`src/rtl/frogger_timer_pkg.sv`:
```
// Shared timer definitions: FSM state encoding and default timing constants
// used by the frog's per-life countdown timer.
package frogger_timer_pkg;

  typedef enum logic [1:0] {
    ST_IDLE    = 2'd0,
    ST_RUN     = 2'd1,
    ST_PAUSE   = 2'd2,
    ST_EXPIRED = 2'd3
  } timer_state_e;

  localparam int unsigned TIMER_START = 60;
  localparam int unsigned TIMER_MAX   = 99;

endpackage : frogger_timer_pkg

```
`src/rtl/bcd_split.sv`:
```
// Combinational binary (0..99) to two-digit BCD converter; shared with the
// score display path.
module bcd_split #(
  parameter int unsigned WIDTH = 8
) (
  input  logic [WIDTH-1:0] i_bin,
  output logic [3:0]       o_tens,
  output logic [3:0]       o_ones
);

  // Inputs are bounded to 0..99, so both digits fit in 4 bits.
  assign o_tens = 4'(i_bin / WIDTH'(10));
  assign o_ones = 4'(i_bin % WIDTH'(10));

endmodule : bcd_split

```
`src/rtl/countdown_timer.sv`:
```
// Loadable down-counting game timer with prescaler, pause, saturating bonus
// add, one-shot expiry event and BCD digit outputs.
module countdown_timer
  import frogger_timer_pkg::*;
#(
  parameter int unsigned WIDTH       = 8,
  parameter int unsigned TICK_DIV    = 25000000,
  parameter int unsigned START_VALUE = TIMER_START,
  parameter int unsigned MAX_VALUE   = TIMER_MAX
) (
  input  logic             clk,
  input  logic             reset,
  input  logic             start,
  input  logic             hold,
  input  logic             add_en,
  input  logic [WIDTH-1:0] add_val,
  output logic [WIDTH-1:0] count,
  output logic             running,
  output logic             paused,
  output logic             expired,
  output logic             expire_pulse,
  output logic             tick,
  output logic [3:0]       bcd_tens,
  output logic [3:0]       bcd_ones
);

  localparam int unsigned    PW        = $clog2(TICK_DIV);
  localparam logic [PW-1:0]  PRE_LAST  = PW'(TICK_DIV - 1);
  localparam logic [WIDTH-1:0] CNT_START = WIDTH'(START_VALUE);
  localparam logic [WIDTH-1:0] CNT_MAX   = WIDTH'(MAX_VALUE);

  timer_state_e     r_state, w_state_nxt;
  logic [WIDTH-1:0] r_count, w_count_nxt;
  logic [PW-1:0]    r_prescale, w_prescale_nxt;
  logic             r_tick, w_tick_nxt;
  logic             r_expire_pulse, w_expire_pulse_nxt;

  logic [WIDTH:0]   w_sum;
  logic [WIDTH-1:0] w_added;
  logic [WIDTH-1:0] w_base;
  logic [WIDTH-1:0] w_dec;
  logic             w_wrap;

  // Bonus is saturated before any same-edge decrement, so a bonus landing on
  // the wrap edge can rescue a count of 1 from expiring.
  assign w_sum   = {1'b0, r_count} + {1'b0, add_val};
  assign w_added = (w_sum > {1'b0, CNT_MAX}) ? CNT_MAX : w_sum[WIDTH-1:0];
  assign w_base  = add_en ? w_added : r_count;
  assign w_dec   = w_base - WIDTH'(1);
  assign w_wrap  = (r_prescale == PRE_LAST);

  always_ff @(posedge clk) begin
    if (reset) begin
      r_state        <= ST_IDLE;
      r_count        <= CNT_START;
      r_prescale     <= '0;
      r_tick         <= 1'b0;
      r_expire_pulse <= 1'b0;
    end else begin
      r_state        <= w_state_nxt;
      r_count        <= w_count_nxt;
      r_prescale     <= w_prescale_nxt;
      r_tick         <= w_tick_nxt;
      r_expire_pulse <= w_expire_pulse_nxt;
    end
  end

  always_comb begin
    w_state_nxt        = r_state;
    w_count_nxt        = r_count;
    w_prescale_nxt     = r_prescale;
    w_tick_nxt         = 1'b0;
    w_expire_pulse_nxt = 1'b0;

    if (start) begin
      w_state_nxt    = ST_RUN;
      w_count_nxt    = CNT_START;
      w_prescale_nxt = '0;
    end else begin
      case (r_state)
        ST_IDLE: begin
        end
        ST_RUN: begin
          if (hold) begin
            w_state_nxt = ST_PAUSE;
            w_count_nxt = w_base;
          end else if (w_wrap) begin
            w_prescale_nxt = '0;
            w_tick_nxt     = 1'b1;
            if (w_dec == '0) begin
              w_state_nxt        = ST_EXPIRED;
              w_count_nxt        = '0;
              w_expire_pulse_nxt = 1'b1;
            end else begin
              w_count_nxt = w_dec;
            end
          end else begin
            w_prescale_nxt = r_prescale + PW'(1);
            w_count_nxt    = w_base;
          end
        end
        ST_PAUSE: begin
          w_count_nxt = w_base;
          if (!hold) w_state_nxt = ST_RUN;
        end
        ST_EXPIRED: begin
          w_count_nxt    = '0;
          w_prescale_nxt = '0;
        end
        default: begin
          w_state_nxt = ST_IDLE;
        end
      endcase
    end
  end

  assign count        = r_count;
  assign running      = (r_state == ST_RUN);
  assign paused       = (r_state == ST_PAUSE);
  assign expired      = (r_state == ST_EXPIRED);
  assign expire_pulse = r_expire_pulse;
  assign tick         = r_tick;

  bcd_split #(
    .WIDTH(WIDTH)
  ) u_bcd_split (
    .i_bin  (r_count),
    .o_tens (bcd_tens),
    .o_ones (bcd_ones)
  );

endmodule : countdown_timer

```
`config.mk`:
```
export PLATFORM = sky130hd
export DESIGN_NAME = countdown_timer
export DESIGN_NICKNAME = d
export VERILOG_FILES = /design/src/rtl/frogger_timer_pkg.sv /design/src/rtl/bcd_split.sv /design/src/rtl/countdown_timer.sv
export SDC_FILE = /design/constraint.sdc
export NUM_CORES = 1
export LEC_CHECK = 0
export ABC_AREA = 1
export CAP_MARGIN = 30
export CORE_MARGIN = 8
export CORE_UTILIZATION = 45
export DETAILED_ROUTE_END_ITERATION = 12
export PLACE_DENSITY = 0.76
export SLEW_MARGIN = 0
export SYNTH_ARGS = -nofsm -noshare
export SYNTH_HDL_FRONTEND = slang
export SYNTH_HIERARCHICAL = 1
export SYNTH_SLANG_ARGS = --single-unit
```
`constraint.sdc`:
```
create_clock -name clk -period 4.5 [get_ports clk]
set_input_delay 1.125 -clock clk [delete_from_list [all_inputs] [get_ports clk]]
set_output_delay 1.125 -clock clk [all_outputs]
set_load 0.02 [all_outputs]
```
==> reports/summary.md <==
- **outcome** finished, final reports clean
- **part of the total power dissipated in combinational logic** 30.3%
- **nets in the synthesized netlist** 541
- **flop and latch count out of synthesis** 37
- **number of global-route vias before repair** 3117
- **final antenna-violating net count** 0
- **critical path endpoint category** primary output
- **cts-stage hold buffer count** 0
- **Port Buffer Count** 33
- **leakage power figure** 1.54 nW
- **wire length of the first global-routing pass** 13600 um
- **Worst Clk Skew** 5.67 ps
- **overall track demand over capacity in global routing** 16.0%
- **site row count** 31
- **RSZ-0062 raised after global routing** no
- **DIE HEIGHT** 101 um
- **CTS tree** yes
- **most area-consuming cells after synthesis** dfxtp_1 23%, nand2_1 15%, inv_1 8.4%
- **number of max-cap violations** 0
- **number of design-rule violations left by the first detailed-router iteration** 126
- **half-perimeter wire length after detailed placement** 6140 um
- **CTS H-Tree Depth** 2
- **Net count, final** 574
- **area of the die** 10200 sq um
- **final wirelength** 8050 um
- **initial antenna violation count** 0
- **clock share of power** 32.6%
- **number of synthesized flops with an enable pin** 0
- **initial core utilization** 45.8%
- **latest clock arrival within the worst-skew pair** 290 ps
- **grt total ovfl** 0
- **Antenna Cells** 0
- **Arrival @ worst endpoint** 3040 ps
- **clock-pin slew on the worst setup and hold paths** 70 ps
- **Post-Synthesis Cells** 516
- **Worst Max-Slew Pin Slew** 844 ps
- **Sw Ratio** 32.9%
- **P_sw** 0.000303 W
- **synth unique cells** 45
- **maximum number of pins on one net before global-route repair** 29
- **sequential element share of the synthesized area** 22.7%
- **clock tree root driver cell** clkbuf_8
- **total chip power** 0.000921 W
- **first-pass iteration count of the detailed router** 4
- **post-DR wirelength/cell** 12.4 um
- **count of vias placed by the detailed router** 3471
- **relative contribution of sequential cells to total power** 37.1%
- **postcts setup bufs** 0
- **final worst path period need** 4160 ps
- **worst ir drop on vdd** 204 uV
- **chip width** 101 um
- **fraction of registers with async set or reset after synthesis** 0%
- **number of sinks driven by the clock tree** 37
- **Core ar.** 7140 sq um
- **Power per Cell Area** 241 nW/um^2
- **routability-driven placement congestion ratio** 0.966
- **per-instance average area after synthesis** 6.33 sq um
- **cell area after synthesis** 3270 sq um
- **Reg area** 741 sq um
- **Synth Flop Type** dfxtp_1
- **area taken by multi-input logic gates** 2180 sq um
- **warnings from Yosys** 6
- **number of slew-limit violations in the final report** 0
- **Pint** 0.000618 W
- **clock buffers created by TritonCTS** 5
- **Final Hold Fails** 0
- **Achievable Freq** 240 MHz
- **count of fill cells added during filler insertion** 718
- **PostCTS Resize Cnt** 0
- **largest area contributor in the netlist** dfxtp_1
- **worst min-delay path class** flop to flop
- **total setup violations reported at the end of the flow** 0
- **top cell type's share of synthesized area** 22.7%
- **area growth from synthesis to layout** 16.7%
- **Max clock buf depth** 2
- **CP max FO** 10
- **type of element launching the critical path** flop
- **Top Ports** 34
- **share of final-layout standard cells stronger than drive strength 1** 14.4%
- **per-cell via count in the routed design** 5.35
- **critical path class** flop to primary output
- **setup TNS** 0 ps
- **post-detailed-route DRC marker count** 0
- **portion of the clock cycle consumed by the worst path in the final layout** 92.6%
- **worst-case headroom to the max-slew limit** 43.5%
- **Crit path required time** 3380 ps
-- flip-flops by register name, indices dropped and copies added, names as in the netlist --
signal / flops
expire_pulse: 1
r_state: 2
tick: 1
r_prescale: 25
count: 8
-- through the flow --
step / hold WS (ps) / area [sq um] / worst slack (ps) / utilization [%] / cells
final: 480 / 3810 / 335 / 53.4 / 649
after floorplan: 454 / 3270 / 890 / - / 516
after detailed placement: 471 / 3700 / 235 / 51.8 / 641
after CTS: 483 / 3810 / 325 / 53.4 / 649
after global routing: 506 / 3810 / 114 / 53.4 / 649
after global placement: 467 / 3700 / 289 / 51.8 / 641
-- synthesized netlist by cell type (2+ instances only) --
library cell and instances:
a22oi_1 3, xnor2_1 2, nand3_1 37, nor2_4 4, a21o_2 2, nor4_1 5, nand2_2 21, ha_1 11
nor3_1 5, o21ai_2 2, a21oi_2 4, a221oi_1 8, dfxtp_1 37, nor3_2 2, nand2_1 131, inv_2 8
a31oi_1 2, nor2_2 4, nand4_1 11, a21oi_1 28, or2_2 2, buf_2 2, a211oi_1 2, o211ai_1 7
nor2_1 38, nand2_4 5, a21oi_4 2, clkbuf_1 5, inv_1 73, o21ai_0 28, nand3_2 11
-- cells by family (layout without fill, tap and decap cells) --
kind of cell | Yosys count | in the layout | synth area share [%]
XOR/XNOR | 3 | 3 | 0.804
AO/OA/AOI/OAI | 94 | 94 | 18.4
adder cells (fa/ha/maj) | 12 | 12 | 4.83
multiplexers | 1 | 1 | 0.421
buffers and inverters | 90 | 124 | 10.5
flip-flops | 37 | 37 | 22.7
AND/OR/NAND/NOR | 279 | 279 | 42.4
-- critical path, stage by stage (launching register included) --
cell and delay (ps):
dfxtp_1 600, inv_2 60, o21ai_2 210, inv_2 70, nand2_2 90, nand3_2 80, nand2_2 80, nand2_2 70
nand2_4 90, nand2_4 70, nand2_2 70, nand3_2 90, nand2_4 90, nand3_2 90, nand2_1 100, nand3_2 90
nand2_2 90, nand2_1 50, nand2_1 50, clkdlybuf4s50_1 600
-- power groups by stage --
| stage | Combinational (W) | Sequential (W) | Clock [W] |
|---|---|---|---|
| 2_1_floorplan | 0.000199 | 0.000349 | 0 |
| 3_3_place_gp | 0.000272 | 0.000349 | 0 |
| 3_5_place_dp | 0.000278 | 0.000349 | 0 |
| 4_1_cts | 0.000279 | 0.000341 | 0.000309 |
| 5_1_grt | 0.000308 | 0.000342 | 0.000318 |
| 6_report | 0.000279 | 0.000341 | 0.000300 |
-- cells in the final DEF (no fill, tap or decap), drive strengths merged --
| cell type | n |
|---|---|
| a21o | 2 |
| a31oi | 2 |
| nor4 | 6 |
| or2 | 2 |
| dfxtp | 37 |
| o31ai | 1 |
| xor2 | 1 |
| a22oi | 3 |
| o21bai | 1 |
| ha | 11 |
| a21oi | 34 |
| xnor2 | 2 |
| o21a | 1 |
| inv | 81 |
| nor3 | 7 |
| o2111ai | 1 |
| clkdlybuf4s50 | 33 |
| nor2 | 46 |
| fa | 1 |
| o21ai | 31 |
| clkbuf | 7 |
| a311oi | 1 |
| bufinv | 1 |
| a211oi | 2 |
| nand3 | 49 |
| and3b | 1 |
| buf | 2 |
| nand2 | 157 |
| a221oi | 8 |
| nand4 | 11 |
| o211ai | 7 |
| mux2i | 1 |
-- cell type report --
class                           count  share of cell area (%)
Multi-Input combinational cell    389                    57.2
Sequential cell                    37                    19.4
Timing Repair Buffer               35                    9.06
Inverter                           81                    7.98
Tap cell                           99                    3.25
Clock buffer                        7                    2.26
Clock inverter                      1                   0.788
-- final timing paths --
kind	startpoint	endpoint	slack, ps	cells after the start
max	count[7]$_SDFFE_PP0P_	bcd_ones[2]	340	19
min	r_prescale[22]$_SDFFE_PP0P_	r_prescale[22]$_SDFFE_PP0P_	480	2
max reg2reg	count[5]$_SDFFE_PP1P_	count[1]$_SDFFE_PP0P_	1380	17
min reg2reg	r_prescale[22]$_SDFFE_PP0P_	r_prescale[22]$_SDFFE_PP0P_	480	2
-- metal layers --
metal  share of wire [%]  track usage, %
met3                 5.1            2.47
met2                  46            27.3
met4                 1.5            6.64
met5                   0               0
met1                  47            19.5
Power figures use the tool's default switching activity.
